## config.mk

```make
export PLATFORM = sky130hd
export DESIGN_NAME = text_terminal
export DESIGN_NICKNAME = d
export VERILOG_FILES = /design/src/rtl/text_terminal_pkg.sv /design/src/rtl/text_terminal_ram.sv /design/src/rtl/text_terminal.sv
export SDC_FILE = /design/constraint.sdc
export NUM_CORES = 1
export LEC_CHECK = 0
export CAP_MARGIN = 20
export CORE_MARGIN = 5
export CORE_UTILIZATION = 30
export CTS_BUF_LIST = sky130_fd_sc_hd__clkbuf_2
export CTS_CLUSTER_SIZE = 30
export DETAILED_ROUTE_END_ITERATION = 6
export PLACE_DENSITY_LB_ADDON = 0.08
export SLEW_MARGIN = 0
export SYNTH_ARGS = -nofsm -noshare
export SYNTH_HDL_FRONTEND = slang
export SYNTH_HIERARCHICAL = 1
export SYNTH_SLANG_ARGS = --single-unit
```

## constraint.sdc

```tcl
create_clock -name clk -period 14.6 [get_ports clk]
set_input_delay 3.65 -clock clk [delete_from_list [all_inputs] [get_ports clk]]
set_output_delay 3.65 -clock clk [all_outputs]
set_load 0.03 [all_outputs]
```

## src/rtl/text_terminal_pkg.sv

```systemverilog
// Shared constants, control codes and FSM encoding for the character-cell text terminal.
package text_terminal_pkg;

    localparam int         COLS  = 16;
    localparam int         ROWS  = 8;
    localparam logic [7:0] BLANK = 8'h20;

    localparam logic [7:0] CH_BS = 8'h08;
    localparam logic [7:0] CH_LF = 8'h0A;
    localparam logic [7:0] CH_FF = 8'h0C;
    localparam logic [7:0] CH_CR = 8'h0D;

    typedef enum logic [1:0] {
        ST_IDLE   = 2'd0,
        ST_CLEAR  = 2'd1,
        ST_SCROLL = 2'd2
    } state_t;

    function automatic logic is_printable(input logic [7:0] b);
        return (b >= 8'h20) && (b <= 8'h7E);
    endfunction

endpackage

```

## src/rtl/text_terminal_ram.sv

```systemverilog
// Character store: one synchronous write port, one registered read port (old data on collision).
module text_ram #(
    parameter int         DEPTH   = 128,
    parameter int         AW      = 7,
    parameter int         DW      = 8,
    parameter logic [7:0] RST_VAL = 8'h20
) (
    input  logic          clk,
    input  logic          rst,
    input  logic          we,
    input  logic [AW-1:0] waddr,
    input  logic [DW-1:0] wdata,
    input  logic [AW-1:0] raddr,
    output logic [DW-1:0] rdata
);

    logic [DW-1:0] mem [DEPTH];
    logic [DW-1:0] rdata_reg;

    always_ff @(posedge clk) begin
        if (we) begin
            mem[waddr] <= wdata;
        end
    end

    // Only the output register is reset; the array itself stays reset-free.
    always_ff @(posedge clk) begin
        if (rst) begin
            rdata_reg <= DW'(RST_VAL);
        end else begin
            rdata_reg <= mem[raddr];
        end
    end

    assign rdata = rdata_reg;

endmodule

```

## src/rtl/text_terminal.sv

```systemverilog
// Text terminal: byte-stream decoder, cursor, hardware scroll via a rotating top-row offset.
module text_terminal
    import text_terminal_pkg::*;
#(
    parameter int         COLS  = text_terminal_pkg::COLS,
    parameter int         ROWS  = text_terminal_pkg::ROWS,
    parameter logic [7:0] BLANK = text_terminal_pkg::BLANK
) (
    input  logic                          clk,
    input  logic                          rst,
    input  logic                          in_valid,
    input  logic [7:0]                    in_data,
    output logic                          in_ready,
    input  logic [$clog2(ROWS*COLS)-1:0]  rd_idx,
    output logic [7:0]                    rd_char,
    output logic [$clog2(ROWS)-1:0]       cur_row,
    output logic [$clog2(COLS)-1:0]       cur_col
);

    localparam int COL_W  = $clog2(COLS);
    localparam int ROW_W  = $clog2(ROWS);
    localparam int ADDR_W = $clog2(ROWS*COLS);
    localparam int CELLS  = ROWS * COLS;

    state_t             state_reg, state_next;
    logic [ADDR_W-1:0]  cnt_reg, cnt_next;
    logic [ROW_W-1:0]   row_reg, row_next;
    logic [COL_W-1:0]   col_reg, col_next;
    logic [ROW_W-1:0]   top_reg, top_next;
    logic [ROW_W-1:0]   srow_reg, srow_next;

    logic               accept;
    logic               printable;
    logic               newline;
    logic [COL_W-1:0]   col_dec;
    logic [ROW_W-1:0]   cur_phys_row;
    logic [ROW_W-1:0]   rd_phys_row;

    logic               we;
    logic [ADDR_W-1:0]  waddr;
    logic [7:0]         wdata;

    assign accept       = in_valid && (state_reg == ST_IDLE);
    assign printable    = is_printable(in_data);
    assign newline      = accept && ((printable && (col_reg == COL_W'(COLS-1))) || (in_data == CH_LF));
    assign col_dec      = col_reg - 1'b1;
    assign cur_phys_row = row_reg + top_reg;
    assign rd_phys_row  = rd_idx[ADDR_W-1:COL_W] + top_reg;

    always_ff @(posedge clk) begin
        if (rst) begin
            state_reg <= ST_CLEAR;
            cnt_reg   <= '0;
            row_reg   <= '0;
            col_reg   <= '0;
            top_reg   <= '0;
            srow_reg  <= '0;
        end else begin
            state_reg <= state_next;
            cnt_reg   <= cnt_next;
            row_reg   <= row_next;
            col_reg   <= col_next;
            top_reg   <= top_next;
            srow_reg  <= srow_next;
        end
    end

    always_comb begin
        state_next = state_reg;
        cnt_next   = cnt_reg;
        row_next   = row_reg;
        col_next   = col_reg;
        top_next   = top_reg;
        srow_next  = srow_reg;
        unique case (state_reg)
            ST_CLEAR: begin
                cnt_next = cnt_reg + 1'b1;
                if (cnt_reg == ADDR_W'(CELLS-1)) begin
                    state_next = ST_IDLE;
                    row_next   = '0;
                    col_next   = '0;
                    top_next   = '0;
                end
            end
            ST_SCROLL: begin
                cnt_next = cnt_reg + 1'b1;
                if (cnt_reg[COL_W-1:0] == COL_W'(COLS-1)) begin
                    state_next = ST_IDLE;
                end
            end
            ST_IDLE: begin
                if (accept) begin
                    if (printable) begin
                        col_next = col_reg + 1'b1;
                    end else if (in_data == CH_CR) begin
                        col_next = '0;
                    end else if ((in_data == CH_BS) && (col_reg != '0)) begin
                        col_next = col_dec;
                    end else if (in_data == CH_FF) begin
                        state_next = ST_CLEAR;
                        cnt_next   = '0;
                    end
                    // Scrolling only moves the top offset; the old top row becomes the new bottom row.
                    if (newline) begin
                        col_next = '0;
                        if (row_reg != ROW_W'(ROWS-1)) begin
                            row_next = row_reg + 1'b1;
                        end else begin
                            top_next   = top_reg + 1'b1;
                            srow_next  = top_reg;
                            state_next = ST_SCROLL;
                            cnt_next   = '0;
                        end
                    end
                end
            end
            default: begin
                state_next = ST_CLEAR;
                cnt_next   = '0;
            end
        endcase
    end

    always_comb begin
        in_ready = (state_reg == ST_IDLE);
        we       = 1'b0;
        waddr    = {cur_phys_row, col_reg};
        wdata    = in_data;
        unique case (state_reg)
            ST_CLEAR: begin
                we    = 1'b1;
                waddr = cnt_reg;
                wdata = BLANK;
            end
            ST_SCROLL: begin
                we    = 1'b1;
                waddr = {srow_reg, cnt_reg[COL_W-1:0]};
                wdata = BLANK;
            end
            ST_IDLE: begin
                if (accept && printable) begin
                    we = 1'b1;
                end else if (accept && (in_data == CH_BS) && (col_reg != '0)) begin
                    we    = 1'b1;
                    waddr = {cur_phys_row, col_dec};
                    wdata = BLANK;
                end
            end
            default: begin
                we = 1'b0;
            end
        endcase
    end

    text_ram #(
        .DEPTH   (CELLS),
        .AW      (ADDR_W),
        .DW      (8),
        .RST_VAL (BLANK)
    ) u_ram (
        .clk   (clk),
        .rst   (rst),
        .we    (we),
        .waddr (waddr),
        .wdata (wdata),
        .raddr ({rd_phys_row, rd_idx[COL_W-1:0]}),
        .rdata (rd_char)
    );

    assign cur_row = row_reg;
    assign cur_col = col_reg;

endmodule

```

### After elaboration in Yosys (flattened, before gate mapping)

Memories as Yosys holds them, arrays and structs flattened. A register that Yosys moved wholly into a read port is not among the register bits.
Cells that the tools add are included.

* register bits after elaboration: 22
* RAM bits: 1024
* input bits: 18
* output and inout bits: 16
* logic and storage cells: 97
* memories: 1

* add/subtract/negate cells: 7
* order comparisons: 2
* equal/unequal tests: 17
* muxes and demuxes: 45
* bitwise gates (word level): 1
* reductions and logical operators: 18

Memory list
* u_ram.mem: words 128, width 8, read ports 1, clocked after Yosys merged registers in 1, write ports 1, line text_terminal_ram.sv:17 `logic [DW-1:0] mem [DEPTH];`

Operators by type and width (number)
* $mux W7: 7
* $eq A8 B4 Y1 const B: 4
* $mux W4: 8
* $mux W3: 7
* $pmux W7 S3: 1
* $mux W2: 9
* $mux W8: 2
* $pmux W8 S2: 1
* $pmux W7 S2: 1
* $pmux W3 S2: 2
* $reduce_and A5 Y1: 2
* $eq A4 B4 Y1 const B: 2
* $ge A8 B6 Y1 const B: 1
* $le A8 B7 Y1 const B: 1
* $logic_and A1 B1 Y1: 8
* $pmux W4 S2: 1
* $reduce_and A4 Y1: 2
* $add A7 B1 Y7 const B: 1
* $eq A7 B7 Y1 const B: 1
* $add A3 B1 Y3 const B: 2
* $add A3 B3 Y3: 2
* $ne A2 B1 Y1 const B: 3
* $ne A2 B2 Y1 const B: 3
* $pmux W2 S3: 1
* 15 further kinds: 18

### Logic depth before layout (Yosys ltp)

* depth in word-level cells: 9
* depth in mapped cells: 14

### By module

Netlist, hierarchy kept.

By module, submodules not included
* text_ram: times used 1, cells an instance 1982, area each 40297.4 um^2, seq. area each 30909.6 um^2
* text_terminal: times used 1, cells an instance 240, area each 1849.3 um^2, seq. area each 440.4 um^2

### Least setup slack after synthesis

Ideal clock, no wire load.

* kind: input -> register
* from: input port in_data[4]
* to: memory u_ram.mem[0][5] (data pin)
* setup time: 0.890 ns
* arrival time: 7.942 ns
* slack: 5.768 ns
* cell stages on the path: 5
* path buffers: 0
* cell sequence: nor4b_2 -> nand4_1 -> a21oi_1 -> nor2_1 -> a21oi_1

* word-level cells in the longest chain between the ends: 6
* elaborated cells on any way between the ends: 10
* classes of those cells: order compare (2); eq/ne (1); mux (3); reduce/logical (4)

RTL lines
* start, declared: line text_terminal.sv:12 `input logic [7:0] in_data,`
* branches (longest 4 deep; another with $ge A8 B6 Y1)
* $mux W8 *: line text_terminal.sv:141 `if (accept && printable) begin`
* $pmux W8 S2 *: line text_terminal.sv:129 `unique case (state_reg)`
* named net wdata[5]: line text_terminal.sv:41 `logic [7:0] wdata;`
* end, declared: line text_terminal_ram.sv:17

Mark *: on every way through the listed nets, which the timed path passes.

### Final worst setup path

* from: input port in_data[1]
* to: memory u_ram.mem[89][3] (enable)

* elaborated cells on any way between the ends: 15
* classes of those cells: order compare (2); eq/ne (1); mux (8); reduce/logical (4)

RTL lines
* branches (longest 4 deep; another with $ge A8 B6 Y1)
* $mux W4 *: line text_terminal.sv:141
* $pmux W7 S3 *: line text_terminal.sv:129
* named net waddr[1]: line text_terminal.sv:40 `logic [ADDR_W-1:0] waddr;`

Marked as above.

==> flow_metrics.py <==
metrics = {
    "outcome": {
        "status": "finished, final reports clean",
    },
    "placed_design": {
        "dp.cells": 4066,
        "place.detailed.hpwl_um": 79800,
        "port-buffer-count": 33,
        "place_congestion": 0.795,
    },
    "synthesis": {
        "synth_area_um2": 42100,
        "synth_cells": 2222,
        "syn_avg_cell_area_um2": 19.0,
        "synth_nets": 2254,
        "synthMuxAreaShare": 0.145,
        "ys_async_sr_fraction": 0,
        "synth_fa_ha_area_frac": 0.00451,
        "synth-compound-area-share": 0.0430,
        "synth_edf_count": 1024,
        "synthFlopType": "edfxtp_1",
        "synth_xor_area_frac": 0.000831,
        "yosysWarningCount": 6,
        "synthSimpleGateAreaFrac": 0.0449,
        "synth_cell_type_count": 74,
        "synth-seq-cells": 1054,
        "synth-seq-area-share": 0.744,
        "synth_top_family_by_area": "multiplexers",
    },
    "global_routing": {
        "grtUsageTotal": 0.176,
        "antenna_found_initial": 8,
        "grt_pass1_vias": 24142,
        "grt_max_degree": 78,
        "grt_pass1_wl_um": 182000,
        "overflow": 0,
    },
    "setup_path": {
        "crit_fanout": 13,
        "path_cells": "clkdlybuf4s50_1 > nor4b_2 > nand4_1 > a21oi_2 > o22ai_1 > nor2_1 > nand3_2 > nor2_1",
        "crit_path_end_kind": "flip-flop",
        "cp-start-kind": "primary input",
        "crit_buf_inv": 1,
        "cp_slowest_stage_delay_ps": 940,
        "cp.arrival_ps": 8390,
        "worstPathRequired_ps": 15750,
        "cp_common_cell": "nor2_1",
        "crit_family": "simple AND/OR/NAND/NOR gates",
        "crit_type": "primary input to flip-flop",
        "crit_slowest_cell": "nor2_1",
    },
    "power_and_ir_drop": {
        "peakVddDrop_uv": 71.6,
        "power_density_nw_per_um2": 123,
        "p_int_mw": 4.27,
        "power_mw": 5.80,
        "p_clk_frac": 0.350,
        "leakagePower_nw": 15.4,
        "combPwrFrac": 0.072,
        "power.share.switching": 0.264,
        "switchingPower_mw": 1.53,
        "seqPwrFrac": 0.578,
    },
    "final_layout": {
        "finalNonFillerCells": 4573,
        "register_area_um2": 31400,
        "layout_commonest_cell": "edfxtp_1",
        "multi_input_area_um2": 10200,
        "layout-drive-gt1-share": 0.288,
        "final_cell_mix": "edfxtp_1 (1,024), clkbuf_2 (427), mux4_2 (198), nor2_1 (153), mux2i_1 (135)",
        "n_fill_cell": 13513,
        "area_delta_synth_final_pct": 12.0,
        "fin_nets": 2526,
        "largest_reg_flops": 1024,
    },
    "detailed_routing": {
        "first_pass_iters": 5,
        "drt-initial-drc-count": 1955,
        "final_antenna_net_count": 0,
        "wire_per_inst_um": 28.6,
        "routed_wl_um": 131000,
        "drc": 0,
        "vias": 22884,
        "vias_per_cell": 5.00,
    },
    "sta": {
        "max_slew_margin": 0.179,
        "period_share": 0.496,
        "finalMaxSlewViolations": 0,
        "hold_viol": 0,
        "setup_tns_ps": 0,
        "fin_skew_ps": 129,
        "finalSetupViolCount": 0,
        "tightestPinTransition_ps": 1230,
        "max_freq_ghz": 0.138,
        "rsz0062_at_grt": "no",
        "period_needed_ps": 7250,
    },
    "die": {
        "ioPinCount": 34,
        "start_util": 0.302,
        "die_x_um": 385,
        "die_h_um": 385,
        "core_um2": 140000,
        "rows": 137,
        "dieArea_um2": 148000,
    },
    "clocking": {
        "ctsHtreeMaxLevel": 5,
        "cts_tree": "yes",
        "clockRootBuffer": "clkbuf_2",
        "worst_skew_pair.late_latency_ps": 1590,
        "cts.path.max_buffers": 4,
        "cts_hold_buf": 0,
        "cts_buffers": 300,
        "cts_sinks": 1054,
        "cts_setup_buffers": 0,
        "clk_pin_slew_ps": 90,
        "cts.repair.resized": 0,
    },
    "min_path": {
        "min_path_type": "flip-flop to flip-flop",
    },
    "flow_run": {
        "maxCapViolCount": 0,
    },
}
[cell families after synthesis]
kind of cell	count (synthesis)
and+or+nand+nor	395
muxes	361
DFF	1054
xor gates and xnor gates	4
AOI/OAI and AO/OA	255
buffers and inverters	139
adders and majority gates	14
[cell type report]
type                       count  share of cell area
antenna                        8            0.000424
clock buffer                 426              0.0452
clock inverter                71             0.00697
inverter                      17             0.00135
multi-input combinational   1029               0.216
sequential                  1054               0.664
tap                         1876              0.0497
timing repair buffer          92              0.0164
[metal layers]
metal  vias to the layer above  track usage  share of wire
met5                         -            0              0
met4                         0       0.0600          0.026
met3                       236       0.0333          0.048
met2                       754        0.287           0.48
met1                     12105        0.236           0.44
li1                       9789            -              -
[power groups by stage]
stage          registers [mW]  clock network, mW  logic (mW)
2_1_floorplan            3.42                  0       0.228
3_3_place_gp             3.42                  0       0.424
3_5_place_dp             3.42                  0       0.429
4_1_cts                  3.35               2.14       0.429
5_1_grt                  3.35               2.29       0.442
6_report                 3.35               2.03       0.418
[path summary, 6_finish.rpt]
kind / start / to / slack (ps) / depth (start not counted)
hold reg to reg: srow_reg[2] / srow_reg[2] / 490 / 2
hold / removal: srow_reg[2] / srow_reg[2] / 490 / 2
setup reg to reg: cur_col[0] / u_ram/mem[89][3] / 9420 / 9
setup / recovery: in_data[1] / u_ram/mem[89][3] / 7350 / 8
[cells in the mapped netlist (all sizes together) (6+ instances only)]
master / n / area share
clkbuf: 59 / 0.0053
o21ai: 22 / 0.0029
dfxtp: 30 / 0.014
nor2: 157 / 0.014
mux4: 198 / 0.11
and3: 8 / 0.0012
a22oi: 103 / 0.018
mux2i: 135 / 0.032
mux2: 28 / 0.0075
nor4: 7 / 0.0012
nand4: 8 / 0.0013
a21oi: 43 / 0.0051
inv: 17 / 0.0015
nand2b: 13 / 0.0019
a2111oi: 7 / 0.0015
or3: 8 / 0.0012
a22o: 10 / 0.0021
o22ai: 12 / 0.0018
edfxtp: 1024 / 0.73
nor2b: 26 / 0.0039
o211ai: 7 / 0.0012
nand3: 52 / 0.0062
buf: 63 / 0.011
a31oi: 11 / 0.0016
nand3b: 6 / 0.0011
nand2: 70 / 0.0063
nor3: 21 / 0.0025
ha: 12 / 0.0036
[metrics by stage]
step                      instance area, um2  setup WS, ps  utilization  hold slack (ps)
after global placement                 44700          5430        0.320              478
after detailed placement               44700          5680        0.320              483
after floorplan                        42100          5770            -              437
after CTS                              47200          7480        0.338              494
final                                  47200          7350        0.338              491
after global routing                   47200          7230        0.338              533
[worst register-to-register path, delay by kind of cell (launching register included)]
kind	cells	cell delay, ps
AOI/OAI and AO/OA	2	1290
and+or+nand+nor	5	2600
DFF	1	520
buffers and inverters	1	170
adders and majority gates	1	240
Power figures use the tool's default switching activity.
